==> src/rtl/dmem_job_sequencer.sv <==
// Sequencer that owns the data memory port for one downsampling job:
// load host bytes, let the CPU run until it stops, then stream the result region back out.
module dmem_job_sequencer #(
  parameter int          LOAD_LEN    = 16384,
  parameter logic [15:0] DUMP_BASE   = 16'h4000,
  parameter int          DUMP_LEN    = 4096,
  parameter int          RD_LAT      = 1,
  parameter logic [31:0] RUN_TIMEOUT = 32'd50_000_000
) (
  input  logic        clk,
  input  logic        rst,
  input  logic        start,
  input  logic [7:0]  rx_data,
  input  logic        rx_valid,
  output logic [7:0]  tx_data,
  output logic        tx_valid,
  input  logic        tx_ready,
  input  logic [15:0] cpu_addr,
  input  logic [7:0]  cpu_wdata,
  input  logic        cpu_wren,
  input  logic        cpu_stop,
  output logic        cpu_run,
  output logic [15:0] mem_addr,
  output logic [7:0]  mem_wdata,
  output logic        mem_wren,
  input  logic [7:0]  mem_q,
  output logic [2:0]  state,
  output logic        busy,
  output logic        done,
  output logic        err_rx,
  output logic        err_tmo
);

  // state   | meaning
  // IDLE    | waiting for start after reset
  // LOAD    | writing host bytes to memory from address 0
  // RUN     | CPU owns the memory port, watchdog counting down
  // DUMP_RD | result address presented, waiting for read data
  // DUMP_TX | result byte offered to host, waiting for tx_ready
  // DONE    | job finished (or aborted by watchdog), waiting for start
  typedef enum logic [2:0] {
    IDLE    = 3'd0,
    LOAD    = 3'd1,
    RUN     = 3'd2,
    DUMP_RD = 3'd3,
    DUMP_TX = 3'd4,
    DONE    = 3'd5
  } state_t;

  localparam logic [16:0] LOAD_END  = 17'(LOAD_LEN);
  localparam logic [16:0] DUMP_LAST = 17'(DUMP_LEN - 1);
  localparam logic [1:0]  LAT_INIT  = 2'(RD_LAT);

  state_t      state_q;
  logic [16:0] cnt_q;
  logic [31:0] wd_q;
  logic [1:0]  lat_q;
  logic [15:0] seq_addr_q;
  logic [7:0]  seq_wdata_q;
  logic        seq_wren_q;
  logic        cpu_run_q;
  logic [7:0]  tx_data_q;
  logic        tx_valid_q;
  logic        busy_q;
  logic        done_q;
  logic        err_rx_q;
  logic        err_tmo_q;

  always_ff @(posedge clk or posedge rst) begin
    if (rst) begin
      state_q     <= IDLE;
      cnt_q       <= '0;
      wd_q        <= '0;
      lat_q       <= '0;
      seq_addr_q  <= '0;
      seq_wdata_q <= '0;
      seq_wren_q  <= 1'b0;
      cpu_run_q   <= 1'b0;
      tx_data_q   <= '0;
      tx_valid_q  <= 1'b0;
      busy_q      <= 1'b0;
      done_q      <= 1'b0;
      err_rx_q    <= 1'b0;
      err_tmo_q   <= 1'b0;
    end else begin
      seq_wren_q <= 1'b0;
      // cnt_q == LOAD_END marks the cycle the last byte is on the bus; rx is dropped there too
      if (rx_valid && !(state_q == LOAD && cnt_q != LOAD_END))
        err_rx_q <= 1'b1;
      case (state_q)
        IDLE, DONE: begin
          if (start) begin
            state_q   <= LOAD;
            cnt_q     <= '0;
            busy_q    <= 1'b1;
            done_q    <= 1'b0;
            err_rx_q  <= 1'b0;
            err_tmo_q <= 1'b0;
          end
        end
        LOAD: begin
          if (cnt_q == LOAD_END) begin
            state_q   <= RUN;
            cnt_q     <= '0;
            cpu_run_q <= 1'b1;
            wd_q      <= RUN_TIMEOUT;
          end else if (rx_valid) begin
            seq_wren_q  <= 1'b1;
            seq_addr_q  <= cnt_q[15:0];
            seq_wdata_q <= rx_data;
            cnt_q       <= cnt_q + 17'd1;
          end
        end
        RUN: begin
          if (cpu_stop) begin
            state_q    <= DUMP_RD;
            cpu_run_q  <= 1'b0;
            cnt_q      <= '0;
            seq_addr_q <= DUMP_BASE;
            lat_q      <= LAT_INIT;
          end else if (RUN_TIMEOUT != 32'd0 && wd_q == 32'd1) begin
            state_q   <= DONE;
            cpu_run_q <= 1'b0;
            err_tmo_q <= 1'b1;
            busy_q    <= 1'b0;
            done_q    <= 1'b1;
          end else if (RUN_TIMEOUT != 32'd0) begin
            wd_q <= wd_q - 32'd1;
          end
        end
        DUMP_RD: begin
          if (lat_q == 2'd0) begin
            tx_data_q  <= mem_q;
            tx_valid_q <= 1'b1;
            state_q    <= DUMP_TX;
          end else begin
            lat_q <= lat_q - 2'd1;
          end
        end
        DUMP_TX: begin
          if (tx_ready) begin
            tx_valid_q <= 1'b0;
            cnt_q      <= cnt_q + 17'd1;
            if (cnt_q == DUMP_LAST) begin
              state_q <= DONE;
              busy_q  <= 1'b0;
              done_q  <= 1'b1;
            end else begin
              state_q    <= DUMP_RD;
              seq_addr_q <= DUMP_BASE + cnt_q[15:0] + 16'd1;
              lat_q      <= LAT_INIT;
            end
          end
        end
        default: begin
          state_q <= IDLE;
          busy_q  <= 1'b0;
          done_q  <= 1'b0;
        end
      endcase
    end
  end

  // CPU gets the memory port combinationally, but only while in RUN
  assign mem_addr  = (state_q == RUN) ? cpu_addr  : seq_addr_q;
  assign mem_wdata = (state_q == RUN) ? cpu_wdata : seq_wdata_q;
  assign mem_wren  = (state_q == RUN) ? cpu_wren  : seq_wren_q;

  assign state    = state_q;
  assign cpu_run  = cpu_run_q;
  assign tx_data  = tx_data_q;
  assign tx_valid = tx_valid_q;
  assign busy     = busy_q;
  assign done     = done_q;
  assign err_rx   = err_rx_q;
  assign err_tmo  = err_tmo_q;

endmodule
==> config.mk <==
export PLATFORM = sky130hd
export DESIGN_NAME = dmem_job_sequencer
export DESIGN_NICKNAME = d
export VERILOG_FILES = /design/src/rtl/dmem_job_sequencer.sv
export SDC_FILE = /design/constraint.sdc
export NUM_CORES = 1
export LEC_CHECK = 0
export ABC_AREA = 1
export BUFFER_PORTS_ARGS = -buffer_cell sky130_fd_sc_hd__buf_2
export CAP_MARGIN = 20
export CELL_PAD_IN_SITES_DETAIL_PLACEMENT = 1
export CELL_PAD_IN_SITES_GLOBAL_PLACEMENT = 1
export CORE_MARGIN = 10
export CORE_UTILIZATION = 44
export DETAILED_ROUTE_END_ITERATION = 6
export GPL_TIMING_DRIVEN = 0
export PLACE_DENSITY = 0.86
export SYNTH_ARGS = -nofsm -noshare
export SYNTH_HDL_FRONTEND = slang
export SYNTH_SLANG_ARGS = --single-unit
==> constraint.sdc <==
create_clock -name clk -period 7.41 [get_ports clk]
set_clock_uncertainty 0.05 [all_clocks]
set_input_delay 0.3705 -clock clk [delete_from_list [all_inputs] [get_ports clk]]
set_output_delay 0.3705 -clock clk [all_outputs]
set_load 0.1 [all_outputs]
Word-level counts from Yosys, hierarchy flattened
Index checks and enable logic that the tools add are counted.

word-level totals
  register bits after elaboration = 93
  output and inout port bits = 42
  word-level logic and storage cells = 126

operators by class
  $add $sub $neg = 5
  equal/unequal tests = 24
  mux-type cells = 57
  bitwise gates (word level) = 2
  reductions and logical operators = 24

operators by type and width
  operator                  number
  $mux W16                  6
  $mux W32                  3
  $mux W17                  5
  $pmux W17 S4              1
  $pmux W32 S2              1
  $pmux W16 S3              1
  $eq A32 B1 Y1 const B     1
  $sub A32 B1 Y32 const B   1
  $ne A2 B2 Y1 const B      12
  $mux W1                   21
  $mux W3                   7
  $add A17 B1 Y17 const B   1
  $eq A17 B12 Y1 const B    1
  $eq A17 B15 Y1 const B    1
  $ne A17 B15 Y1 const B    1
  $add A15 B16 Y16 const A  1
  $add A16 B1 Y16 const B   1
  $pmux W3 S5               1
  $reduce_and A5 Y1         3
  $reduce_and A6 Y1         2
  $reduce_and A3 Y1         3
  $mux W2                   4
  $mux W8                   1
  $pmux W1 S4               2
  20 further kinds          31

Logic depth before layout (Yosys ltp)
Gate-level depths: netlist of the first run.

  depth in word-level cells = 7
  depth in mapped cells = 12
  depth with buffers taken out = 12

Least setup slack after synthesis of the first run
OpenSTA, ideal clock, no wires.

  kind = reg-to-output
  start point = register state_q[0] (netlist: state[0])
  end point = output port mem_addr[10]
  arrival time = 3.830 ns
  data required time = 6.990 ns
  slack = 3.159 ns
  cell stages (with the launch flop) = 7
  buffers on the path = 2
  cells stage by stage = dfrtp_1 > nor2_2 > nand2_2 > inv_2 > buf_2 > clkbuf_1 > o21ai_0

on the way
  word-level cells in the longest chain between the ends = 2

ends and longest elaborated chain
  item                    line  RTL
  from (decl)             54    state_t state_q;
  from (signal assigned)  71    state_q <= IDLE;
  from (signal assigned)  93    state_q <= LOAD;
  from (signal assigned)  103   state_q <= RUN;
  $eq A3 B2 Y1            165   assign mem_addr = (state_q == RUN) ? cpu_addr : seq_addr_q;
  $mux W16                165
  to (decl)               23    output logic [15:0] mem_addr,

Every way passes these cells.

Worst setup path after layout of the first run
  start point = register state_q[0] (netlist: state[0])
  end point = output port mem_addr[2]

The elaborated chain is that of the path after synthesis.

==> flow_metrics.env, run 1 <==
export IMPL_tightestPinTransition_ps=726
export IMPL_synth_edf_count=0
export IMPL_finalSetupViolations=0
export IMPL_synth_seq_cells=93
export IMPL_gp_congestion=0.927
export IMPL_io_buffers=88
export IMPL_critical_path_required_ps=6990
export IMPL_syn_cell_area_sq_um=6120
export IMPL_vias_per_cell=5.22
export IMPL_register_area_sq_um=2330
export IMPL_start_util_pct=44.4
export IMPL_grt_usage_pct=21.4
export IMPL_h_tree_depth=3
export IMPL_status="complete, no violations"
export IMPL_fin_crit_ps=3070
export IMPL_grt_setup_unrepaired="false"
export IMPL_placed_cell_area_sq_um=6820
export IMPL_die_area_sq_um=19000
export IMPL_finalWirelength_um=19700
export IMPL_start_kind="flop"
export IMPL_clk_path_buf_depth=2
export IMPL_post_cts_setup_buffers=0
export IMPL_die_w_um=138
export IMPL_cts_tree="built"
export IMPL_nNetsFinal=1094
export IMPL_final_antenna_net_count=0
export IMPL_cts_made_buffers=9
export IMPL_grt_overflow=0
export IMPL_drv_slew=0
export IMPL_netlist_area_leader_share_pct=38.0
export IMPL_final_common_cell="nand2_1"
export IMPL_dp_cells=1210
export IMPL_grt_max_degree=70
export IMPL_finalSetupTns_ps=0
export IMPL_holdCritPathClass="primary input to flop"
export IMPL_drc=0
export IMPL_end_kind="output port"
export IMPL_p_leak_nw=3.74
export IMPL_die_h_um=138
export IMPL_yosysUniqueCellTypes=34
export IMPL_synth_seq_area_share_pct=38.0
export IMPL_dpl_hpwl_um=15500
export IMPL_clock_sinks=93
export IMPL_hold_violations=0
export IMPL_fin_crit_sh_pct=41.4
export IMPL_coreArea_sq_um=13800
export IMPL_cap_violations=0
export IMPL_layout_setup_ws_ps=4340
export IMPL_dr_pass1_iters=4
export IMPL_synth_cells=941
export IMPL_power_density_nw_per_um2=484
export IMPL_syn_nets=993
export IMPL_arrival_ps=2650
export IMPL_dp_slack_ps=4730
export IMPL_root_buffer="clkbuf_16"
export IMPL_drive_gt1_share_pct=15.7
export IMPL_fillCellCount=1935
export IMPL_vias=6407
export IMPL_multiInputGateArea_sq_um=3250
export IMPL_rows=43
export IMPL_vdd_drop_max_v=0.000341
export IMPL_grt_pass1_vias=6624
export IMPL_clkLatencyLatePin_ps=360
export IMPL_diodes=0
export IMPL_wl_per_cell_um=16.1
export IMPL_cp_max_fo=10
export IMPL_postSynth_asyncResetShare_pct=100
export IMPL_max_freq_ghz=0.326
export IMPL_drt_iter0_markers=297
export IMPL_path_clk_slew_ps=70
export IMPL_yosysWarnings=0
export IMPL_ys_flop_type="dfrtp_1"
export IMPL_antenna_found_initial=0
export IMPL_yosysTopAreaCell="dfrtp_1"
export IMPL_postLayoutCoreUtil_pct=51.7
export IMPL_syn_to_final_growth_pct=16.3
export IMPL_final_cell_count_no_fill=1227
export IMPL_synth_avg_cell_area_sq_um=6.50
export IMPL_stdcell_area_sq_um=7120
export IMPL_io_pins=89
export IMPL_synthTopCellsByArea="dfrtp_1 38%, nand2_1 22%, nor2_1 7.5%"
export IMPL_final_cell_mix="359 x nand2_1, 123 x nor2_1, 107 x buf_2"
export IMPL_slew_headroom_pct=51.6
export IMPL_crit_type="flop to output port"
export IMPL_grt_pass1_wl_um=32700
==> state kept, by name, summed over array words and instances (netlist names), 2 cells and up <==
name and cells:
cnt_q 17, wd_q 32, seq_wdata_q 8, tx_data 8, state 3, seq_addr_q 16
lat_q 2
==> synth_stat cells (all sizes together) (7+ instances only) <==
cell type and count:
o21bai 7, nand2 369, dfrtp 93, nor2 135
nand3 80, inv 93, buf 26, nand4 21
o21ai 61, nor3 10, xor2 7, nand3b 8
==> kinds of logic (layout without fill, tap and decap cells) <==
kind of cell	Yosys count	in the layout	synth area share [%]
AND/OR/NAND/NOR	627	627	43.4
buffers and inverters	126	232	8.87
flip-flops	93	93	38.0
AO/OA/AOI/OAI	81	81	7.36
XOR/XNOR	9	9	1.29
adder cells (fa/ha/maj)	5	5	1.02
==> worst paths after layout <==
check                      depth (start not counted)  startpoint        endpoint  slack [ps]
setup / recovery                                   7    state[0]     mem_addr[2]        4340
hold / removal                                     2       start          err_rx         160
setup reg to reg                                  12     wd_q[0]        wd_q[30]        5160
hold reg to reg                                    2  tx_data[4]      tx_data[4]         420
max in group asynchronous                          4         rst         wd_q[8]        6150
min in group asynchronous                          3         rst  seq_wdata_q[2]         490
==> where the power goes <==
group | internal (mW) | switching [mW] | total (mW)
Sequential | 0.652 | 0.129 | 0.781
Clock | 0.261 | 0.212 | 0.474
Combinational | 0.477 | 1.71 | 2.19
==> worst max-delay path, cell delays in order, from the launching register on <==
cell	delay, ps
dfrtp_1	470
nor2_2	250
nand2_2	150
inv_2	120
clkbuf_1	560
nand2_1	140
o21ai_0	120
buf_2	460
==> cell type report <==
cell class	instances	area share (%)
inverter	94	5.01
multi-input combinational	722	45.7
clock buffer	10	3.22
buffer	32	2.65
timing repair buffer	90	6.71
clock inverter	6	0.896
sequential	93	32.7
tap	180	3.16
==> routing by layer <==
metal  global-route usage [%]  wire, um  vias to the layer above
li1                         -         -                     3167
met1                     26.6      8860                     3112
met2                     37.1      9810                      105
met3                     2.86       645                       23
met4                     7.88       389                        0
met5                        0         0                        -
==> metrics by stage <==
| step | total power, mW | hold WS, ps |
|---|---|---|
| 2_1_floorplan | 2.48 | 392 |
| 3_3_place_gp | 2.94 | 402 |
| 3_5_place_dp | 2.99 | 327 |
| 4_1_cts | 3.48 | 153 |
| 5_1_grt | 3.70 | 158 |
| 6_report | 3.45 | 159 |
==> repair_timing <==
item,in CTS,in global routing
resized for setup,0,0
hold buffers,1,0
hold endpoints to repair,24,0
(Power assumes the default switching activity.)
==> inputs of run 2 (changes only) <==
CORE_UTILIZATION = 37   (was 44)
PLACE_DENSITY = 0.77   (was 0.86)
clock period = 2.5 ns   (was 7.41 ns; I/O delays follow)
==> run 2 against run 1 <==
Net effect:
- utilization is 4.1 points lower
- register-to-register slack worse by 4900 ps
- cell count is 4.5% higher
- sequential power rose to 3.0 times the previous value
- critical path depth unchanged
- largest cell class unchanged
- global-route usage shrank 1.1 points
- critical path type unchanged
- die area increased by 16%
==> flow_metrics.env, run 2 (same netlist as run 1, synthesis figures left out) <==
export IMPL_status="complete, no violations"
export IMPL_largest_reg_flops=32
export IMPL_vdd_drop_max_v=0.000708
export IMPL_hold_violations=0
export IMPL_diodes=0
export IMPL_die_h_um=149
export IMPL_wl_per_cell_um=17.1
export IMPL_grt_pass1_vias=6972
export IMPL_fin_crit_sh_pct=94.7
export IMPL_grt_max_degree=29
export IMPL_drv_slew=0
export IMPL_post_cts_setup_buffers=0
export IMPL_end_kind="output port"
export IMPL_cts_made_buffers=9
export IMPL_p_leak_nw=3.89
export IMPL_finalWirelength_um=21900
export IMPL_drive_gt1_share_pct=18.3
export IMPL_start_util_pct=38.1
export IMPL_gp_congestion=0.834
export IMPL_reg_largest_list="wd_q (32), cnt_q (17), seq_addr_q (16)"
export IMPL_largest_register="wd_q"
export IMPL_path_clk_slew_ps=70
export IMPL_clkLatencyLatePin_ps=360
export IMPL_h_tree_depth=3
export IMPL_clock_sinks=93
export IMPL_final_cell_count_no_fill=1282
export IMPL_multiInputGateArea_sq_um=3420
export IMPL_grt_pass1_wl_um=36200
export IMPL_syn_to_final_growth_pct=24.9
export IMPL_die_area_sq_um=22100
export IMPL_holdCritPathClass="primary input to flop"
export IMPL_rows=46
export IMPL_grt_setup_unrepaired="false"
export IMPL_cp_max_fo=10
export IMPL_dp_cells=1248
export IMPL_fin_worst_hold_slack_ps=44.9
export IMPL_power_density_nw_per_um2=1400
export IMPL_final_antenna_net_count=0
export IMPL_nNetsFinal=1113
export IMPL_antenna_found_initial=0
export IMPL_critical_path_required_ps=2330
export IMPL_drt_iter0_markers=288
export IMPL_grt_usage_pct=20.4
export IMPL_grt_overflow=0
export IMPL_cap_violations=0
export IMPL_fillCellCount=2136
export IMPL_tightestPinTransition_ps=631
export IMPL_dpl_hpwl_um=16400
export IMPL_drc=0
export IMPL_fin_crit_ps=2370
export IMPL_final_common_cell="nand2_1"
export IMPL_dr_pass1_iters=4
export IMPL_postLayoutCoreUtil_pct=47.6
export IMPL_clk_path_buf_depth=2
export IMPL_vias_per_cell=5.03
export IMPL_cts_tree="built"
export IMPL_io_buffers=88
export IMPL_slew_headroom_pct=58.0
export IMPL_start_kind="flop"
export IMPL_arrival_ps=2190
export IMPL_final_cell_mix="353 x nand2_1, 123 x nor2_1, 92 x dfrtp_1"
export IMPL_vias=6454
export IMPL_max_freq_ghz=0.423
export IMPL_die_w_um=149
export IMPL_finalSetupViolations=0
export IMPL_io_pins=89
export IMPL_crit_type="flop to output port"
export IMPL_register_area_sq_um=2330
export IMPL_root_buffer="clkbuf_16"
export IMPL_coreArea_sq_um=16100
-- run 2: what timing repair did --
action	CTS	global route
hold buffers	18	0
setup endpoints to repair	25	25
gates resized for setup	35	9
hold endpoints to repair	34	0
-- run 2: path summary, 6_finish.rpt --
kind,end,startpoint,depth (start not counted),slack (ps)
worst max-delay path,mem_addr[1],state[0],7,130
worst min-delay path,err_rx,rx_valid,3,40
worst max register to register,wd_q[24],wd_q[0],11,250
worst min register to register,tx_data[7],tx_data[7],2,420
max in group asynchronous,tx_data[2],rst,5,1390
min in group asynchronous,state[0],rst,3,300
-- run 2: per-layer routing --
layer	share of wire, %	global-route usage (%)	vias to the layer above
met4	1.4	5.55	0
met1	42	23.4	3172
met5	0	0	-
li1	-	-	3205
met3	1.6	2.70	19
met2	55	38.3	58
-- run 2: stage by stage --
stage	area (sq um)	TNS [ps]	power, mW	worst slack, ps
floorplan	6290	-3790	7.51	-229
global placement	7000	0	8.98	106
detailed placement	7060	0	9.13	78.3
CTS	7620	0	10.7	6.90
global route	7650	0	11.5	18.7
finish	7650	0	10.7	133
-- run 2: power breakdown --
group          leakage, nW  internal [mW]  switching (mW)  total (mW)
Clock                0.143          0.699           0.705        1.40
Sequential            1.22           1.93           0.395        2.33
Combinational         2.53           1.65            5.32        6.97
-- run 2: cell type report --
| class | instances | share of cell area (%) |
|---|---|---|
| inverter | 94 | 4.68 |
| timing repair buffer | 109 | 10.3 |
| sequential | 93 | 30.4 |
| clock inverter | 7 | 0.785 |
| tap | 216 | 3.53 |
| multi-input combinational | 722 | 44.7 |
| buffer | 32 | 2.67 |
| clock buffer | 9 | 2.95 |
-- run 2: critical path, cell delays in order, from the launching register on --
cell and delay (ps):
dfrtp_2 480, nor2_4 170, nand2_2 120, inv_2 120, clkbuf_2 340, nand2_1 140
o21ai_2 100, clkbuf_4 350
